--- src/rtl/vector_lane_packer.sv ---
// Packs a scalar (a, b) pair stream into N-lane vectors for a registered vector adder.
// Completed vectors issue with a one-cycle vec_valid strobe; y_valid/y_lanes trail by one
// cycle so they line up with the adder's registered output.
module vector_lane_packer #(
    parameter int unsigned W = 8,
    parameter int unsigned N = 4,
    localparam int unsigned CW = $clog2(N + 1)
) (
    input  logic          clock,
    input  logic          reset,
    input  logic          in_valid,
    output logic          in_ready,
    input  logic [W-1:0]  in_a,
    input  logic [W-1:0]  in_b,
    input  logic          in_last,
    input  logic          stall,
    output logic [W-1:0]  a [N-1:0],
    output logic [W-1:0]  b [N-1:0],
    output logic          vec_valid,
    output logic [CW-1:0] vec_lanes,
    output logic          y_valid,
    output logic [CW-1:0] y_lanes
);

    localparam int unsigned IW = (N > 1) ? $clog2(N) : 1;

    typedef enum logic [0:0] {StFill, StPending} state_e;

    state_e          state_q, state_d;
    logic [IW-1:0]   idx_q, idx_d;
    logic [CW-1:0]   cnt_q, cnt_d;
    logic [W-1:0]    fa_q [N-1:0];
    logic [W-1:0]    fa_d [N-1:0];
    logic [W-1:0]    fb_q [N-1:0];
    logic [W-1:0]    fb_d [N-1:0];
    logic [W-1:0]    a_q [N-1:0];
    logic [W-1:0]    a_d [N-1:0];
    logic [W-1:0]    b_q [N-1:0];
    logic [W-1:0]    b_d [N-1:0];
    logic [CW-1:0]   lanes_q, lanes_d;
    logic            vvalid_q;
    logic            yvalid_q;
    logic [CW-1:0]   ylanes_q;
    logic            accept;
    logic            issue;
    logic [CW-1:0]   issue_cnt;

    assign accept = in_valid && (state_q == StFill);

    // Fill/issue sequencing; the completing lane is written into fa_d/fb_d first, so an
    // immediate issue picks it up from there (bypass of in_a/in_b).
    always_comb begin
        state_d   = state_q;
        idx_d     = idx_q;
        cnt_d     = cnt_q;
        fa_d      = fa_q;
        fb_d      = fb_q;
        a_d       = a_q;
        b_d       = b_q;
        lanes_d   = lanes_q;
        issue     = 1'b0;
        issue_cnt = cnt_q;
        unique case (state_q)
            StFill: begin
                if (accept) begin
                    fa_d[idx_q] = in_a;
                    fb_d[idx_q] = in_b;
                    if (idx_q == IW'(N - 1) || in_last) begin
                        if (stall) begin
                            cnt_d   = CW'(idx_q) + CW'(1);
                            state_d = StPending;
                        end else begin
                            issue     = 1'b1;
                            issue_cnt = CW'(idx_q) + CW'(1);
                            idx_d     = '0;
                        end
                    end else begin
                        idx_d = idx_q + IW'(1);
                    end
                end
            end
            StPending: begin
                if (!stall) begin
                    issue     = 1'b1;
                    issue_cnt = cnt_q;
                    idx_d     = '0;
                    state_d   = StFill;
                end
            end
            default: state_d = StFill;
        endcase
        // Lanes beyond the real count are zeroed so stale fill data never reaches the adder.
        if (issue) begin
            lanes_d = issue_cnt;
            for (int i = 0; i < int'(N); i++) begin
                a_d[i] = (i < int'(issue_cnt)) ? fa_d[i] : '0;
                b_d[i] = (i < int'(issue_cnt)) ? fb_d[i] : '0;
            end
        end
    end

    // State registers with synchronous active-low reset.
    always_ff @(posedge clock) begin
        if (!reset) begin
            state_q  <= StFill;
            idx_q    <= '0;
            cnt_q    <= '0;
            fa_q     <= '{default: '0};
            fb_q     <= '{default: '0};
            a_q      <= '{default: '0};
            b_q      <= '{default: '0};
            lanes_q  <= '0;
            vvalid_q <= 1'b0;
            yvalid_q <= 1'b0;
            ylanes_q <= '0;
        end else begin
            state_q  <= state_d;
            idx_q    <= idx_d;
            cnt_q    <= cnt_d;
            fa_q     <= fa_d;
            fb_q     <= fb_d;
            a_q      <= a_d;
            b_q      <= b_d;
            lanes_q  <= lanes_d;
            vvalid_q <= issue;
            yvalid_q <= vvalid_q;
            ylanes_q <= lanes_q;
        end
    end

    assign in_ready  = (state_q == StFill);
    assign a         = a_q;
    assign b         = b_q;
    assign vec_valid = vvalid_q;
    assign vec_lanes = lanes_q;
    assign y_valid   = yvalid_q;
    assign y_lanes   = ylanes_q;

endmodule

--- config.mk ---
export PLATFORM = sky130hd
export DESIGN_NAME = vector_lane_packer
export DESIGN_NICKNAME = d
export VERILOG_FILES = /design/src/rtl/vector_lane_packer.sv
export SDC_FILE = /design/constraint.sdc
export NUM_CORES = 1
export LEC_CHECK = 0
export CAP_MARGIN = 5
export CORE_MARGIN = 5
export CORE_UTILIZATION = 35
export CTS_BUF_LIST = sky130_fd_sc_hd__clkbuf_16
export DETAILED_ROUTE_END_ITERATION = 10
export PLACE_DENSITY = 0.56
export RECOVER_POWER = 25
export SYNTH_ARGS = -nofsm -noshare
export SYNTH_HDL_FRONTEND = slang
export SYNTH_SLANG_ARGS = --single-unit
--- constraint.sdc ---
create_clock -name clock -period 4.7 [get_ports clock]
set_input_delay 0.705 -clock clock [delete_from_list [all_inputs] [get_ports clock]]
set_output_delay 0.705 -clock clock [all_outputs]
set_load 0.005 [all_outputs]
==> results of run 1 <==
-- path summary, 6_finish.rpt --
check | end | startpoint
setup / recovery | a[7] | reset
hold / removal | a[18] | a[18]
setup reg to reg | a[7] | idx_q[0]
hold reg to reg | a[18] | a[18]
-- Yosys cell counts (all sizes together) --
cell type	instances	area [µm²]
a211oi	3	35.0
a21o	1	7.51
a21oi	22	114
a22o	16	140
a31oi	1	6.26
and2	4	25.0
and3	1	6.26
and3b	1	8.76
buf	15	87.6
clkbuf	12	45.0
dfxtp	142	2840
ha	5	62.6
inv	4	15.0
mux2i	52	521
nand2	35	134
nand2b	1	6.26
nand3	2	10.0
nand3b	3	22.5
nor2	58	220
nor2b	3	18.8
nor3	2	10.0
o21a	2	15.0
o21ai	4	27.5
o2bb2ai	48	420
o311ai	5	96.4
o31ai	2	15.0
or3	1	6.26
or3b	1	8.76
-- stage by stage --
| step | setup WS, ns | hold WS (ns) |
|---|---|---|
| global route | 1.35 | 0.475 |
| CTS | 1.90 | 0.467 |
| detailed placement | 1.48 | 0.447 |
| floorplan | 2.65 | 0.441 |
| finish | 1.61 | 0.459 |
| global placement | 1.54 | 0.449 |
-- power breakdown --
| group | total (mW) | switching (mW) | internal (mW) | leakage (nW) |
|---|---|---|---|---|
| logic | 0.144 | 0.0885 | 0.0553 | 1.32 |
| registers | 1.23 | 0.00926 | 1.23 | 1.15 |
| clock network | 1.21 | 0.492 | 0.714 | 0.264 |
-- state kept, by name, summed over array words and instances (netlist names), 2 cells and up --
register	count
y_lanes	3
b	32
cnt_q	3
idx_q	2
fa_q	32
fb_q	32
a	32
vec_lanes	3
-- kinds of logic (layout without fill, tap and decap cells) --
| family | after synthesis | count (layout) | synth area share [%] |
|---|---|---|---|
| DFF | 142 | 142 | 57.7 |
| buffers and inverters | 31 | 130 | 3.00 |
| and+or+nand+nor | 112 | 112 | 9.68 |
| muxes | 52 | 52 | 10.6 |
| adders and majority gates | 5 | 5 | 1.27 |
| AOI/OAI and AO/OA | 104 | 104 | 17.8 |
-- worst max-delay path, cell delays in order --
cell and delay, ns:
dlygate4sd3_1 0.66, inv_2 0.25, a211oi_1 1.03, o311ai_4 0.50, o2bb2ai_1 0.27
-- cell type report --
| type | count | area [µm²] | share of cell area (%) |
|---|---|---|---|
| well taps | 180 | 225 | 3.47 |
| repair buffers | 95 | 946 | 14.6 |
| flip-flops and latches | 142 | 2840 | 43.8 |
| clock inverters | 14 | 104 | 1.60 |
| clock buffers | 17 | 425 | 6.56 |
| inverters | 4 | 15.0 | 0.231 |
| multi-input cells | 273 | 1930 | 29.7 |
-- per-layer routing --
layer / share of wire [%] / wire length [µm] / up-vias
met5: 0 / 0 / -
met4: 0.46 / 55 / 0
met3: 4.0 / 476 / 2
met2: 47 / 5580 / 68
met1: 49 / 5830 / 1695
li1: - / - / 1763
==> impl_metrics.yaml, run 1 <==
drt:
  drc: 0
  wl_mm: 11.9
  detail_route.first_pass.iterations: 4
  wl_per_cell_um: 16.5
  viasPerCell: 4.87
  first_iter_violations: 242
  vias: 3528
  final_antenna_net_count: 0
global_route:
  antenna_found_initial: 0
  grtUsageMet2_pct: 22.9
  use_met3_pct: 3.78
  grt_pass1_wl_mm: 19.3
  gr-usage-met1_pct: 20.3
  grt_pass1_vias: 3529
  grt_max_degree: 65
  grt.overflow.total: 0
  busiest_layer: "met2"
  grt_use_total_pct: 14.9
yosys:
  syn-num-nets: 472
  synth.distinct_cells: 36
  ys_seq_area_share_pct: 57.7
  ys_seq_elements: 142
  syn_area_mm2: 0.00493
  postSynthCellCount: 446
  postSynthAreaPerCell_um2: 11.0
  ys_warn_count: 0
clocking:
  cts_resized: 0
  cts_root_buffer: "clkbuf_16"
  clockBufferDepth: 2
  cts.htree.levels: 4
  clock_latency_ns: 0.41
  cts_num_sinks: 142
  cts_buffers: 17
  path_clk_slew_ns: 0.06
  postCtsHoldBufs: 0
  cts_tree: "built"
  post-cts-setup-buffers: 0
die:
  floorplan.initialDensity_pct: 35.6
  core_area_mm2: 0.0138
  io_pins: 94
  placementRows: 43
  dieArea_mm2: 0.0166
  fp.dieW_um: 129
  die_h_um: 129
placed_design:
  gp_congestion: 0.832
  place_hpwl_mm: 8.13
  dp_cells: 694
  place_area_mm2: 0.00597
  port_buffers: 93
sta:
  fin_skew_ns: 0.0101
  worst_pin_slew_ns: 1.18
  timing.final.crit_period_ns: 3.09
  fmax_mhz: 324
  relSlewSlack_pct: 20.6
  hold_violations: 0
  final.setup.tns_ns: 0
  rsz0062_at_grt: "no"
  setup_viol: 0
  slew_viol_final: 0
  fin_crit_sh_pct: 65.7
hold_path:
  hold_class: "register to register"
  min_path_cells: 1
layout:
  postLayoutCellArea_mm2: 0.00649
  fillers: 1281
  n_antenna_cell: 0
  utilization_pct: 46.9
  final_common_cell: "dfxtp_1"
  layout-drive-gt1-share_pct: 7.16
  areaGrowthSynthToFinish_pct: 31.7
  final_cell_mix: "142 x dfxtp_1, 57 x nor2_1, 52 x mux2i_1"
  instances_no_fill: 725
  fin_nets: 559
run:
  maxCapViolCount: 0
power_and_ir_drop:
  powerDensity_mw_per_mm2: 398
  p_leak_nw: 2.74
  finalPower_mw: 2.58
  ir_drop_v: 0.000217
worst_setup_path:
  cp.required_ns: 5.03
  rr_worst_depth: 5
  end_kind: "register"
  rrSetupSlack_ns: 1.90
  worstSetupPathType: "primary input to register"
  critPathArrivalTime_ns: 3.41
  startpoint_type: "primary input"
  path_max_fanout: 25
outcome:
  outcome: "completed"
(Power assumes the default switching activity.)
==> run 2: changes to the inputs <==
==> constraint.sdc (replaced) <==
create_clock -name clock -period 3.1 [get_ports clock]
set_input_delay 0.465 -clock clock [delete_from_list [all_inputs] [get_ports clock]]
set_output_delay 0.465 -clock clock [all_outputs]
set_load 0.005 [all_outputs]
==> run 2 against run 1 <==
  * Non-clock buffer count is 7 higher
  * Sequential share of layout area shrank 0.50 points
  * Hold slack lost 0.0051 ns
  * Die area is the same
  * Via count increased by 0.60%
  * Power rose by 53%
  * Clock skew decreased by 0.0021 ns
  * Utilization is 0.54 points higher
  * Critical endpoint is now a[3]
  * Highest routed layer unchanged
==> impl_metrics.yaml, run 2 (synthesis results as in run 1) <==
global_route:
  antenna_found_initial: 0
  grt_pass1_vias: 3541
  grt_pass1_wl_mm: 19.5
  grt.overflow.total: 0
  grt_max_degree: 60
  grt_use_total_pct: 15.1
power_and_ir_drop:
  powerDensity_mw_per_mm2: 602
  p_leak_nw: 2.79
  ir_drop_v: 0.000313
sta:
  relSlewSlack_pct: 46.2
  fin_crit_sh_pct: 77.7
  fmax_mhz: 415
  setup_viol: 0
  fin_skew_ns: 0.00805
  worst_pin_slew_ns: 0.806
  rsz0062_at_grt: "no"
  timing.final.crit_period_ns: 2.41
  hold_violations: 0
  slew_viol_final: 0
  final.setup.tns_ns: 0
layout:
  n_antenna_cell: 0
  final_cell_mix: "142 x dfxtp_1, 57 x nor2_1, 52 x mux2i_1"
  fin_nets: 566
  areaGrowthSynthToFinish_pct: 33.2
  final_common_cell: "dfxtp_1"
  layout-drive-gt1-share_pct: 7.59
  instances_no_fill: 733
drt:
  viasPerCell: 4.84
  vias: 3549
  wl_per_cell_um: 16.5
  first_iter_violations: 212
  drc: 0
  wl_mm: 12.1
  detail_route.first_pass.iterations: 4
  final_antenna_net_count: 0
worst_setup_path:
  end_kind: "register"
  slowest_stage: "buf_4"
  critPathMaxStageDelay_ns: 0.56
  worst-path-buf-inv: 1
  startpoint_type: "register"
  worstSetupPathType: "register to register"
  path_cells: "ha_1 -> o21ai_2 -> a21oi_1 -> nor2_4 -> buf_4 -> o2bb2ai_1"
  path_max_fanout: 48
  cp.required_ns: 3.44
  critPathArrivalTime_ns: 2.75
  cpLargestDelayFamily: "compound AO/OA/AOI/OAI gates"
  rrSetupSlack_ns: 0.69
die:
  floorplan.initialDensity_pct: 35.6
  fp.dieW_um: 129
  io_pins: 94
  die_h_um: 129
  core_area_mm2: 0.0138
  placementRows: 43
  dieArea_mm2: 0.0166
clocking:
  cts_num_sinks: 142
  post-cts-setup-buffers: 0
  cts.htree.levels: 4
  clockBufferDepth: 2
  postCtsHoldBufs: 0
  path_clk_slew_ns: 0.06
  cts_buffers: 17
  cts_resized: 0
  cts_tree: "built"
  clock_latency_ns: 0.41
  cts_root_buffer: "clkbuf_16"
placed_design:
  dp_cells: 701
  port_buffers: 93
  place_hpwl_mm: 8.22
  gp_congestion: 0.800
outcome:
  outcome: "completed"
hold_path:
  hold_class: "register to register"
run:
  maxCapViolCount: 0
[run 2: cell count changes in the layout (fill, tap and decap cells not counted)]
cell             delta
a211oi_1            -1
a211oi_4            +1
buf_4               +7
bufinv_16           +1
clkdlybuf4s50_1     +1
clkinv_1            +3
clkinv_2            -2
clkinv_4            -1
clkinvlp_4          -2
dlygate4sd3_1       -1
inv_1               +3
inv_6               -1
[run 2: path summary, 6_finish.rpt]
check / cells after the start / startpoint / end
min: 1 / a[4] / a[4]
max reg2reg: 6 / idx_q[0] / a[3]
max: 6 / idx_q[0] / a[3]
min reg2reg: 1 / a[4] / a[4]
[run 2: layer usage]
layer | vias to the layer above | GRT usage, % | share of wire, %
met5 | - | 0 | 0
li1 | 1768 | - | -
met4 | 0 | 6.05 | 1.0
met2 | 74 | 22.8 | 46
met3 | 8 | 4.19 | 4.0
met1 | 1699 | 20.5 | 49
[run 2: power by group]
group	switching, mW	total [mW]	internal (mW)
registers	0.0136	1.87	1.86
clock network	0.707	1.86	1.15
logic	0.138	0.226	0.0871
total	0.859	3.95	3.09
[run 2: area by class of cell]
| cell class | instances | area, µm² |
|---|---|---|
| inverters | 4 | 15.0 |
| repair buffers | 102 | 998 |
| clock buffers | 17 | 425 |
| flip-flops and latches | 142 | 2840 |
| well taps | 180 | 225 |
| fillers | 1267 | 7260 |
| multi-input cells | 273 | 1940 |
| clock inverters | 15 | 114 |
[run 2: worst reg2reg max path, stage by stage, from the launching register on]
cell and delay (ns):
dfxtp_1 0.37, ha_1 0.32, o21ai_2 0.29, a21oi_1 0.23
nor2_4 0.37, buf_4 0.57, o2bb2ai_1 0.20
[run 2: metrics by stage]
stage	util (%)	cell area (µm²)	hold slack, ns	total power, mW	setup slack [ns]
detailed placement	43.6	6020	0.448	2.14	0.418
finish	47.5	6560	0.454	3.95	0.693
floorplan	-	4930	0.441	2.04	1.12
global route	47.5	6560	0.481	4.10	0.470
global placement	43.6	6020	0.448	2.14	0.471
CTS	47.5	6560	0.465	4.01	0.680
==> run 3: changes to the inputs <==
==> constraint.sdc (replaced) <==
create_clock -name clock -period 2.5 [get_ports clock]
set_input_delay 0.375 -clock clock [delete_from_list [all_inputs] [get_ports clock]]
set_output_delay 0.375 -clock clock [all_outputs]
set_load 0.005 [all_outputs]
==> run 3 against run 2 <==
  * Sequential power is 24% higher
  * Final cell count increased by 0.68%
  * Setup slack worse by 0.43 ns
  * Largest power group is now clock
==> impl_metrics.yaml, run 3 (synthesis results as in run 1) <==
worst_setup_path:
  rrSetupSlack_ns: 0.26
  critPathMaxStageDelay_ns: 0.45
  worstSetupPathType: "register to register"
  r2r_end: "b[4]"
  cp.required_ns: 2.79
  end_kind: "register"
  reg2reg_from: "idx_q[0]"
  slowest_stage: "dfxtp_1"
  startpoint_type: "register"
  critPathArrivalTime_ns: 2.53
  path_max_fanout: 16
  path_cells: "inv_1 -> ha_1 -> or3_1 -> o311ai_4 -> buf_4 -> o2bb2ai_1"
  rr_worst_depth: 6
clocking:
  post-cts-setup-buffers: 0
  clockBufferDepth: 2
  postCtsHoldBufs: 0
  cts_num_sinks: 142
  path_clk_slew_ns: 0.06
  cts_tree: "built"
  cts_buffers: 17
  cts.htree.levels: 4
  cts_root_buffer: "clkbuf_16"
  cts_resized: 0
  clock_latency_ns: 0.41
sta:
  rsz0062_at_grt: "no"
  relSlewSlack_pct: 38.3
  whs_ns: 0.456
  fin_skew_ns: 0.00610
  worst_pin_slew_ns: 0.925
  setup_viol: 0
  hold_violations: 0
  fmax_mhz: 447
  fin_crit_sh_pct: 89.5
  final.setup.tns_ns: 0
  timing.final.crit_period_ns: 2.24
  slew_viol_final: 0
die:
  fp.dieW_um: 129
  die_h_um: 129
  placementRows: 43
  io_pins: 94
  core_area_mm2: 0.0138
  dieArea_mm2: 0.0166
  floorplan.initialDensity_pct: 35.6
drt:
  final_antenna_net_count: 0
  drc: 0
  first_iter_violations: 222
  vias: 3573
  wl_mm: 12.1
  viasPerCell: 4.84
  wl_per_cell_um: 16.4
  detail_route.first_pass.iterations: 4
layout:
  layout-drive-gt1-share_pct: 8.60
  final_cell_mix: "142 x dfxtp_1, 57 x nor2_1, 52 x mux2i_1"
  n_antenna_cell: 0
  fin_nets: 571
  final_common_cell: "dfxtp_1"
  areaGrowthSynthToFinish_pct: 35.4
  fillers: 1263
run:
  maxCapViolCount: 0
hold_path:
  hold_class: "register to register"
  min_path_cells: 1
  min_to: "a[18]"
  min_from: "a[18]"
global_route:
  antenna_found_initial: 0
  grt_pass1_vias: 3593
  grt_max_degree: 45
  grt.overflow.total: 0
  grt_pass1_wl_mm: 19.6
  grt_use_total_pct: 15.2
power_and_ir_drop:
  powerDensity_mw_per_mm2: 774
  finalPower_mw: 5.16
  ir_drop_v: 0.000451
  p_leak_nw: 2.83
placed_design:
  port_buffers: 93
  place_hpwl_mm: 8.38
  gp_congestion: 0.821
outcome:
  outcome: "completed"
run 3: cell types whose count changed in the layout (fill, tap and decap cells not counted), moves of 2 or more:
cell             change
clkinv_4             +3
clkinv_1             -3
dlygate4sd3_1        -4
clkinv_2             -3
clkbuf_2             +2
clkdlybuf4s50_1      +4
bufinv_16            +2
run 3: how the worst max path moves through the flow:
stage / slack [ns] / from / end
6_report: 0.26 / idx_q[0] / b[4]
2_1_floorplan: 0.52 / idx_q[0] / a[4]
5_1_grt: 0.17 / idx_q[0] / b[0]
3_5_place_dp: 0.20 / in_valid / b[14]
3_3_place_gp: 0.26 / in_valid / a[10]
4_1_cts: 0.28 / idx_q[0] / b[4]
run 3: critical path, delay by kind of cell (launching register included):
kind	cells	cell delay, ns
buffers and inverters	2	0.46
flip-flops	1	0.45
adder cells (fa/ha/maj)	1	0.44
AND/OR/NAND/NOR	1	0.43
AO/OA/AOI/OAI	2	0.34
run 3: layer usage:
layer	routed length, µm	share of wire (%)	global-route usage, %
met4	105	0.87	5.06
met2	5500	45	23.1
met1	5950	49	20.8
met3	554	4.6	4.48
met5	0	0	0
run 3: per-stage QoR:
stage                     cells  utilization [%]  instance area, µm²  setup WS (ns)
final                       738             48.2                6670          0.263
after global routing        738             48.2                6670          0.169
after CTS                   738             48.3                6680          0.283
after detailed placement    706             43.9                6070          0.198
after global placement      706             43.9                6070          0.260
after floorplan             446                -                4930          0.515
run 3: area by class of cell:
class                      count  area, µm²  share of cell area, %
sequential                   142       2840                   42.6
multi-input combinational    273       1940                   29.1
timing repair buffer         107       1040                   15.6
clock buffer                  17        425                   6.38
tap                          180        225                   3.38
clock inverter                15        181                   2.72
inverter                       4       15.0                  0.225
run 3: power by group:
part	switching, mW	total [mW]	internal, mW
Clock	0.907	2.56	1.65
Combinational	0.171	0.284	0.113
Sequential	0.0172	2.32	2.30
Total	1.10	5.16	4.07
